### config.mk
export PLATFORM = sky130hd
export DESIGN_NAME = mem2_load_align
export DESIGN_NICKNAME = d
export VERILOG_FILES = /design/src/rtl/mem2_load_align.sv
export SDC_FILE = /design/constraint.sdc
export NUM_CORES = 1
export LEC_CHECK = 0
export BUFFER_PORTS_ARGS = -buffer_cell sky130_fd_sc_hd__buf_2
export CORE_UTILIZATION = 50
export CTS_CLUSTER_SIZE = 12
export DETAILED_ROUTE_END_ITERATION = 10
export PLACE_DENSITY_LB_ADDON = 0.25
export SLEW_MARGIN = 20
export SYNTH_ARGS = -nofsm -noshare
export SYNTH_HDL_FRONTEND = slang
export SYNTH_SLANG_ARGS = --single-unit
### constraint.sdc
create_clock -name clk -period 3.2 [get_ports clk]
set_clock_uncertainty 0.05 [all_clocks]
set_input_delay 0.64 -clock clk [delete_from_list [all_inputs] [get_ports clk]]
set_output_delay 0.64 -clock clk [all_outputs]
set_load 0.005 [all_outputs]
### src/rtl/mem2_load_align.sv
// rtl/mem2_load_align.sv - Mem2 load response: SRAM word capture, byte alignment/extension, skid-buffered writeback result
module mem2_load_align #(
  parameter int CACHE_WIDTHE = 6,
  parameter int CACHE_DEEPTHE = 6,
  localparam int DW = 2**CACHE_WIDTHE,
  localparam int OW = CACHE_WIDTHE - 3
) (
  input  logic          clk,
  input  logic          rst_n,
  input  logic          iReqValid,
  input  logic [OW-1:0] iReqOffset,
  input  logic [1:0]    iReqSize,
  input  logic          iReqUnsigned,
  input  logic [4:0]    iReqRd,
  input  logic [DW-1:0] iSramRdData,
  input  logic          iStall,
  input  logic          iFlush,
  output logic          oReqReady,
  output logic          oValid,
  output logic [DW-1:0] oRdData,
  output logic [4:0]    oRd,
  output logic          oMisalign
);

  if (CACHE_WIDTHE != 6 || CACHE_DEEPTHE < 1) begin : g_param_check
    $error("mem2_load_align: only 64-bit data words with a non-empty SRAM are supported");
  end

  typedef enum logic [1:0] {IDLE, DATA, HOLD} state_t;

  state_t        state, state_nxt;
  logic          acc, load_out, load_skid;

  logic [OW-1:0] m_off;
  logic [1:0]    m_size;
  logic          m_uns;
  logic [4:0]    m_rd;

  logic [DW-1:0] skid_data;
  logic [4:0]    skid_rd;
  logic          skid_mis;

  logic [DW-1:0] sh, mask, al_data;
  logic          sgn, al_mis;

  always_ff @(posedge clk or negedge rst_n) begin
    if (!rst_n) state <= IDLE;
    else        state <= state_nxt;
  end

  always_comb begin
    state_nxt = state;
    if (iFlush) begin
      state_nxt = IDLE;
    end else begin
      case (state)
        IDLE: state_nxt = acc ? DATA : IDLE;
        DATA: begin
          if (!oValid || !iStall) state_nxt = acc ? DATA : IDLE;
          else                    state_nxt = HOLD;
        end
        HOLD: state_nxt = iStall ? HOLD : IDLE;
        default: state_nxt = IDLE;
      endcase
    end
  end

  // The SRAM word is only valid in DATA, so ready must drop whenever it could not be stored.
  always_comb begin
    oReqReady = (state != HOLD) && !(state == DATA && oValid && iStall);
    acc       = iReqValid && oReqReady && !iFlush;
    load_out  = (state == DATA && (!oValid || !iStall)) || (state == HOLD && !iStall);
    load_skid = (state == DATA) && oValid && iStall;
  end

  always_ff @(posedge clk or negedge rst_n) begin
    if (!rst_n) begin
      m_off  <= '0;
      m_size <= '0;
      m_uns  <= 1'b0;
      m_rd   <= '0;
    end else if (acc) begin
      m_off  <= iReqOffset;
      m_size <= iReqSize;
      m_uns  <= iReqUnsigned;
      m_rd   <= iReqRd;
    end
  end

  always_comb begin
    sh = iSramRdData >> {m_off, 3'b000};
    case (m_size)
      2'd0: begin
        mask   = {{(DW-8){1'b0}}, {8{1'b1}}};
        sgn    = sh[7];
        al_mis = 1'b0;
      end
      2'd1: begin
        mask   = {{(DW-16){1'b0}}, {16{1'b1}}};
        sgn    = sh[15];
        al_mis = m_off[0];
      end
      2'd2: begin
        mask   = {{(DW-32){1'b0}}, {32{1'b1}}};
        sgn    = sh[31];
        al_mis = |m_off[1:0];
      end
      default: begin
        mask   = '1;
        sgn    = 1'b0;
        al_mis = |m_off[2:0];
      end
    endcase
    al_data = sh & mask;
    if (!m_uns && sgn) al_data = al_data | ~mask;
    if (al_mis)        al_data = '0;
  end

  always_ff @(posedge clk or negedge rst_n) begin
    if (!rst_n) begin
      skid_data <= '0;
      skid_rd   <= '0;
      skid_mis  <= 1'b0;
    end else if (load_skid && !iFlush) begin
      skid_data <= al_data;
      skid_rd   <= m_rd;
      skid_mis  <= al_mis;
    end
  end

  always_ff @(posedge clk or negedge rst_n) begin
    if (!rst_n) begin
      oValid    <= 1'b0;
      oRdData   <= '0;
      oRd       <= '0;
      oMisalign <= 1'b0;
    end else if (iFlush) begin
      oValid <= 1'b0;
    end else if (load_out) begin
      oValid <= 1'b1;
      if (state == HOLD) begin
        oRdData   <= skid_data;
        oRd       <= skid_rd;
        oMisalign <= skid_mis;
      end else begin
        oRdData   <= al_data;
        oRd       <= m_rd;
        oMisalign <= al_mis;
      end
    end else if (!iStall) begin
      oValid <= 1'b0;
    end
  end

endmodule
==> results.toml, run 1 <==
[status]
status = "complete, no violations"

[cts]
cts-root-buf = "clkbuf_16"
cts_buffers = 17
path_clk_slew_ns = 0.06
cts_buffer_depth = 2
clock_latency_ns = 0.43
cts_resized = 0
clock_sinks = 154
cts_tree = "done"
ctsHtreeMaxLevel = 4
cts_hold_buffers = 0
post_cts_buffers = 0

[drt]
routed_wirelength_um = 26100
drt_iter0_drc = 762
dr.pass1.iters = 5
vias = 7696
drt-wirelength-per-cell_um = 21.0
ant_nets = 0
viasPerCell = 6.19
drc = 0

[timing]
max_freq_ghz = 0.347
slew_headroom_pct = 25.2
period_share_pct = 90.1
hold_viol = 0
setup_viol_count_final = 0
rsz0062_at_grt = "false"
tightestPinTransition_ns = 1.12
finalMaxSlewViolations = 0
timing.final.crit_period_ns = 2.88
fin_tns_setup_ns = 0

[synthesis]
synth-seq-cells = 154
synth_area_per_cell_um2 = 9.49
ys_seq_area_share_pct = 45.8
synth_edf_count = 0
synth-main-ff-cell = "dfrtp_1"
syn_inst = 887
ys_types = 47
async_flop_share_pct = 100
netlist_area_um2 = 8420
syn_nets = 967
ys_warn_count = 0

[pwr]
internal_power_w = 0.00432
power_switching_share_pct = 34.1
p_leak_nw = 4.46
pwr-share-comb_pct = 30.4
seqPwrFrac_pct = 40.1
power.switching_w = 0.00223
ir_drop_mv = 0.411
power_density_nw_per_um2 = 655
clkPwrFrac_pct = 29.6

[critical_path]
end_kind = "flop"
worstSetupStartpointType = "flop"
crit_type = "reg2reg"
cp.arrival_ns = 3.11
worstPathMaxFanout = 20
cp_data_required_time_ns = 3.42

[final_layout]
layout-drive-gt1-share_pct = 26.3
fillerInstances = 1455
instances_no_fill = 1243
syn_to_final_growth_pct = 18.9
finalInstanceArea_um2 = 10000
fin_util_pct = 60.6
nNetsFinal = 1087

[die]
fp-row-count = 47
die_w_um = 132
start_util_pct = 50.9
die_h_um = 132
core_um2 = 16500
num_io_pins = 152
die_area_um2 = 17400

[worst_hold_path]
hold_path_class = "in2async"

[global_route]
grt_pass1_wl_um = 40700
gr-usage-met2_pct = 45.2
grt_overflow = 0
grt_use_met3_pct = 8.04
grt_busiest_layer = "met2"
use_met1_pct = 43.5
antenna_found_initial = 5
grt_usage_pct = 30.8
first_global_vias = 7117
grt_max_degree = 76

[placement]
gp_congestion = 0.947
dp_cells = 1208
post-dp-hpwl_um = 18000
io_buffers = 151
placed_cell_area_um2 = 9440

[job]
maxCapViolCount = 0
critical path: stages, from the launching register on:
cell and delay [ns]:
dfrtp_4 0.54, mux2i_1 0.32, mux4_2 0.39, nor2_1 0.09, a311oi_4 0.84, buf_4 0.34
o311ai_0 0.15
final timing paths:
| kind | end | slack (ns) | start | cells after the start |
|---|---|---|---|---|
| hold / removal | oRd[3] | 0.15 | rst_n | 1 |
| setup reg to reg | oRdData[17] | 0.32 | m_off[1] | 6 |
| max in group asynchronous | m_off[1] | 2.18 | rst_n | 2 |
| setup / recovery | oRdData[17] | 0.32 | m_off[1] | 6 |
| hold reg to reg | skid_data[45] | 0.42 | skid_data[45] | 2 |
| min in group clk | m_size[1] | 0.40 | iReqSize[1] | 2 |
per-stage QoR:
stage / hold slack, ns / total power [W] / setup WS [ns]
floorplan: 0.294 / 0.00381 / 1.02
global placement: 0.402 / 0.00458 / 0.231
detailed placement: 0.412 / 0.00462 / 0.123
CTS: 0.168 / 0.00656 / 0.355
global route: 0.192 / 0.00689 / 0.152
finish: 0.148 / 0.00656 / 0.318
cells in the final DEF, fill, tap and decap left out, types with 23 or more instances in the layout:
cell type	n
a21oi_1	67
buf_2	150
buf_4	29
dfrtp_1	152
mux2i_1	40
mux4_2	30
nand2_1	169
nand3_1	23
nor2_1	62
o21ai_0	32
o22ai_1	29
o31ai_1	48
power by group through the flow:
stage	clock network, W	logic, W	registers (W)
final	0.00194	0.00199	0.00263
after global routing	0.00204	0.00217	0.00267
after CTS	0.00196	0.00197	0.00263
after detailed placement	0	0.00196	0.00266
after global placement	0	0.00193	0.00265
after floorplan	0	0.00120	0.00261
kinds of logic (layout without fill, tap and decap cells):
| kind of cell | count (synthesis) | after routing | share of synthesized area [%] |
|---|---|---|---|
| AND/OR/NAND/NOR | 304 | 304 | 15.5 |
| AO/OA/AOI/OAI | 262 | 262 | 20.2 |
| flip-flops | 154 | 154 | 45.8 |
| buffers and inverters | 86 | 217 | 4.24 |
| multiplexers | 81 | 81 | 14.3 |
| other | 0 | 5 | 0 |
cell type report:
cell class | count | area [um^2] | share of cell area [%]
multi-input combinational | 647 | 4250 | 42.5
sequential | 154 | 3860 | 38.6
timing repair buffer | 183 | 1040 | 10.4
clock buffer | 18 | 429 | 4.29
tap | 220 | 275 | 2.75
clock inverter | 12 | 126 | 1.26
inverter | 4 | 15.0 | 0.150
antenna | 5 | 12.5 | 0.125
registers in the layout, indices dropped and copies added (netlist names), 2 cells and up:
name       flops
oRd            5
m_off          3
oRdData       64
skid_rd        5
skid_data     64
m_rd           5
state          2
m_size         2
synth_stat cells, types with 2 or more instances:
library cell,instances,area [um^2]
nand2_1,169,634
dfrtp_1,154,3850
a21oi_1,67,335
nor2_1,62,233
clkbuf_1,58,218
o31ai_1,48,360
mux2i_1,40,400
o21ai_0,32,160
mux4_2,30,676
o22ai_1,29,181
nand3_1,23,115
buf_2,21,105
a211oi_1,18,135
a31oi_1,17,106
nor3_1,16,80.1
o311ai_1,14,123
mux2_2,11,124
nand2b_1,10,62.6
and2_1,8,50.1
o211ai_1,8,60.1
a21boi_0,7,52.6
nor2b_1,7,43.8
o21ai_1,4,20.0
o221ai_1,4,35.0
a221oi_1,3,26.3
clkinv_1,3,11.3
a311oi_1,2,17.5
buf_4,2,15.0
o311ai_0,2,17.5
per-layer routing:
layer / up-vias / share of wire, %
met2: 403 / 46
met1: 3749 / 43
li1: 3498 / -
met3: 46 / 8.6
met4: 0 / 3.0
met5: - / 0
Power figures use the tool's default switching activity.
==> run 2, diff against run 1 <==
--- a/config.mk
+++ b/config.mk
@@ -5,7 +5,7 @@
 export SDC_FILE = /design/constraint.sdc
 export NUM_CORES = 1
 export LEC_CHECK = 0
-export BUFFER_PORTS_ARGS = -buffer_cell sky130_fd_sc_hd__buf_2
+export BUFFER_PORTS_ARGS = -buffer_cell sky130_fd_sc_hd__clkbuf_2
 export CORE_UTILIZATION = 50
 export CTS_CLUSTER_SIZE = 12
 export DETAILED_ROUTE_END_ITERATION = 10
==> constraint.sdc (replaced) <==
create_clock -name clk -period 2.56 [get_ports clk]
set_clock_uncertainty 0.05 [all_clocks]
set_input_delay 0.512 -clock clk [delete_from_list [all_inputs] [get_ports clk]]
set_output_delay 0.512 -clock clk [all_outputs]
set_load 0.005 [all_outputs]
==> results.toml, run 2 (synthesized netlist as in run 1, its figures left out) <==
[die]
start_util_pct = 50.9
core_um2 = 16500
fp-row-count = 47
die_area_um2 = 17400
die_w_um = 132
num_io_pins = 152
die_h_um = 132

[status]
status = "complete, no violations"

[timing]
timing.final.crit_period_ns = 2.41
whs_ns = 0.00817
hold_viol = 0
slew_headroom_pct = 46.3
finalMaxSlewViolations = 0
rsz0062_at_grt = "false"
fin_tns_setup_ns = 0
max_freq_ghz = 0.415
period_share_pct = 94.1
tightestPinTransition_ns = 0.797
setup_viol_count_final = 0

[global_route]
grt_overflow = 0
grt_busiest_layer = "met2"
grt_usage_pct = 31.2
gr-usage-met2_pct = 46.3
grt_max_degree = 74
use_met1_pct = 43.7
grt_pass1_wl_um = 41700
antenna_found_initial = 0
grt_use_met3_pct = 8.00
first_global_vias = 7336

[final_layout]
layout-drive-gt1-share_pct = 27.9
fillerInstances = 1435
diodes = 0
final_cell_mix = "nand2_1 (169), dfrtp_1 (152), clkbuf_2 (150), a21oi_1 (67), nor2_1 (62)"
syn_to_final_growth_pct = 21.7
reg_top3 = "oRdData: 64 flops, skid_data: 64 flops"
fin_util_pct = 62.0
final_common_cell = "nand2_1"
nNetsFinal = 1107

[drt]
viasPerCell = 6.19
drc = 0
vias = 7800
drt_iter0_drc = 782
ant_nets = 0
drt-wirelength-per-cell_um = 20.9
dr.pass1.iters = 6
routed_wirelength_um = 26400

[cts]
cts_hold_buffers = 0
clock_latency_ns = 0.43
cts_buffers = 17
cts-root-buf = "clkbuf_16"
path_clk_slew_ns = 0.06
cts_tree = "done"
ctsHtreeMaxLevel = 4
clock_sinks = 154
cts_buffer_depth = 2

[critical_path]
cp.arrival_ns = 2.68
end_kind = "flop"
crit_type = "reg2reg"
startpoint = "m_off[1]"
r2r-start = "m_off[1]"
worstSetupStartpointType = "flop"
worstPathMaxFanout = 32
r2r_cells = 6
cp_data_required_time_ns = 2.83

[pwr]
ir_drop_mv = 0.555
p_leak_nw = 4.61
power_density_nw_per_um2 = 820

[placement]
gp_congestion = 0.967
io_buffers = 151
post-dp-hpwl_um = 18900

[job]
maxCapViolCount = 0

[worst_hold_path]
hold_path_class = "in2async"
-- run 2: cell count changes in the layout (fill, tap and decap cells not counted), sizes merged --
cell,delta
buf,-130
clkinv,-1
clkbuf,+153
diode,-5
-- run 2: worst paths after layout --
check | end | slack (ns)
max | oRdData[16] | 0.15
min | oRd[3] | 0.008
max reg2reg | oRdData[16] | 0.15
min reg2reg | skid_data[41] | 0.43
max in group asynchronous | skid_data[39] | 1.82
min in group clk | m_off[0] | 0.27
-- run 2: where the power goes --
part | internal [W] | switching, W | total [W]
Sequential | 0.00295 | 0.000345 | 0.00330
Combinational | 0.00110 | 0.00147 | 0.00257
Clock | 0.00151 | 0.00102 | 0.00252
Total | 0.00557 | 0.00283 | 0.00840
-- run 2: critical path, stage by stage (launching register included) --
cell      delay, ns
dfrtp_4        0.56
nand2b_1       0.19
mux4_2         0.53
nor4b_2        0.37
a311oi_4       0.09
buf_12         0.19
o311ai_0       0.31
-- run 2: what timing repair did --
item | in CTS | in global routing
setup buffers | 0 | 0
setup endpoints to repair | 0 | 1
gates resized for setup | 0 | 1
-- run 2: area by class of cell --
type | count | area (um^2) | share of cell area [%]
clock buffers | 21 | 470 | 4.59
clock inverters | 11 | 118 | 1.15
inverters | 4 | 15.0 | 0.147
multi-input cells | 647 | 4250 | 41.5
flip-flops and latches | 154 | 3860 | 37.7
well taps | 220 | 275 | 2.69
repair buffers | 203 | 1260 | 12.3
-- run 2: stage by stage --
step                      setup WS [ns]  total power, W  instances  area (um^2)
final                             0.150         0.00840       1260        10200
after global routing             0.0289         0.00881       1260        10200
after CTS                         0.104         0.00839       1260        10200
after detailed placement          0.156         0.00588       1228         9650
after global placement            0.181         0.00582       1228         9650
after floorplan                   0.454         0.00476        887         8420
-- run 2: per-layer routing --
| metal | vias up | part of all wire, % |
|---|---|---|
| met3 | 75 | 8.4 |
| met2 | 400 | 46 |
| met5 | - | 0 |
| met1 | 3795 | 42 |
| met4 | 0 | 3.6 |
| li1 | 3530 | - |
==> run 3, diff against run 2 <==
--- a/config.mk
+++ b/config.mk
@@ -6,6 +6,7 @@
 export NUM_CORES = 1
 export LEC_CHECK = 0
 export BUFFER_PORTS_ARGS = -buffer_cell sky130_fd_sc_hd__clkbuf_2
+export CORE_MARGIN = 2
 export CORE_UTILIZATION = 50
 export CTS_CLUSTER_SIZE = 12
 export DETAILED_ROUTE_END_ITERATION = 10
==> results.toml, run 3 (synthesized netlist as in run 1, its figures left out) <==
[final_layout]
reg_top3 = "oRdData: 64 flops, skid_data: 64 flops"
layout-drive-gt1-share_pct = 28.6
finalInstanceArea_um2 = 10400
multiInputGateArea_um2 = 4300
syn_to_final_growth_pct = 23.2
instances_no_fill = 1271
final_common_cell = "nand2_1"
nNetsFinal = 1117
fillerInstances = 1440
register_area_um2 = 3860
final_cell_mix = "nand2_1 (169), dfrtp_1 (152), clkbuf_2 (150), a21oi_1 (67), nor2_1 (61)"

[global_route]
first_global_vias = 7455
grt_overflow = 0
antenna_found_initial = 1
grt_pass1_wl_um = 41800
grt_max_degree = 55
grt_usage_pct = 30.7

[timing]
whs_ns = 0.258
setup_viol_count_final = 0
period_share_pct = 96.5
rsz0062_at_grt = "true"
slew_headroom_pct = 35.6
finalMaxSlewViolations = 0
setup_ws_ns = 0.0887
timing.final.crit_period_ns = 2.47
max_freq_ghz = 0.405
tightestPinTransition_ns = 0.966
hold_viol = 0

[placement]
io_buffers = 151
pre_cts_slack_ns = -0.187
gp_congestion = 0.931
post-dp-hpwl_um = 18600
placed_cell_area_um2 = 9680
dp_cells = 1234

[critical_path]
path_buf_inv = 0
r2r_cells = 5
worstSetupStartpointType = "flop"
crit_type = "reg2reg"
cp_num_cells = 5
end_kind = "flop"
crit_path_top_delay_cell = "a311oi_2"
cp.arrival_ns = 2.69
path_cells = "mux2i_1, mux4_2, nor4b_4, a311oi_2, o31ai_1"
worstPathMaxFanout = 11
cp_data_required_time_ns = 2.78
critPathMaxStageDelay_ns = 0.84
cpLargestDelayFamily = "compound AO/OA/AOI/OAI gates"

[die]
start_util_pct = 50.9
core_um2 = 16500
die_area_um2 = 17900
num_io_pins = 152
fp-row-count = 47
die_h_um = 134
die_w_um = 134

[cts]
clock_latency_ns = 0.43
cts_buffer_depth = 2
clock_sinks = 154
cts-root-buf = "clkbuf_16"
cts_buffers = 17
path_clk_slew_ns = 0.06
ctsHtreeMaxLevel = 4
cts_tree = "done"

[pwr]
clkPwrFrac_pct = 30.3
p_total_w = 0.00857
power.switching_w = 0.00287
ir_drop_mv = 0.550
power_density_nw_per_um2 = 826
pwr-share-comb_pct = 31.2
power_switching_share_pct = 33.5
p_leak_nw = 4.66
seqPwrFrac_pct = 38.4
internal_power_w = 0.00570

[drt]
ant_nets = 0
viasPerCell = 6.19
drt-wirelength-per-cell_um = 21.0
drc = 0
dr.pass1.iters = 7
vias = 7863
routed_wirelength_um = 26700
drt_iter0_drc = 1002

[status]
status = "complete, no violations"

[job]
maxCapViolCount = 0

[worst_hold_path]
hold_path_depth = 2
hold_path_class = "in2reg"
==> run 3: worst paths after layout <==
path	from	to	slack [ns]
hold reg to reg	skid_data[45]	skid_data[45]	0.42
min in group asynchronous	rst_n	oRd[3]	0.48
max in group asynchronous	rst_n	m_size[0]	1.25
setup reg to reg	m_off[1]	skid_data[16]	0.09
hold / removal	iReqOffset[1]	m_off[1]	0.26
setup / recovery	m_off[1]	skid_data[16]	0.09
==> run 3: layer usage <==
layer	up-vias	track usage, %	wire, um
li1	3563	-	-
met1	3796	42.7	11300
met2	428	46.2	12000
met3	76	7.61	2360
met4	0	12.8	1010
met5	-	0	0
==> run 3: layout make-up <==
cell class	count	area share, %
multi-input cells	648	41.5
flip-flops and latches	154	37.2
repair buffers	212	12.7
clock buffers	22	4.48
well taps	220	2.65
clock inverters	10	1.35
inverters	4	0.145
diodes	1	0.0241
==> run 3: timing repair <==
item	CTS	global route
pin swaps	1	2
hold endpoints to repair	29	0
setup endpoints to repair	20	34
buffers inserted	0	2
resized for setup	2	4
hold buffers	1	0
gates cloned	1	0
==> run 3: worst register-to-register path, cell delays in order, from the launching register on <==
cell      delay, ns
dfrtp_4        0.53
mux2i_1        0.29
mux4_2         0.34
nor4b_4        0.07
a311oi_2       0.85
o31ai_1        0.18
==> run 3: power groups by stage <==
stage	Sequential (W)	Clock, W	Combinational [W]
floorplan	0.00326	0	0.00150
global placement	0.00332	0	0.00253
detailed placement	0.00333	0	0.00257
CTS	0.00329	0.00264	0.00262
global route	0.00335	0.00275	0.00292
finish	0.00329	0.00260	0.00267
==> run 3: metrics by stage <==
stage | util, % | setup TNS (ns)
6_report | 62.8 | 0
3_5_place_dp | 58.6 | -2.77
2_1_floorplan | - | 0
5_1_grt | 62.7 | -0.137
4_1_cts | 62.5 | 0
3_3_place_gp | 58.6 | -1.24
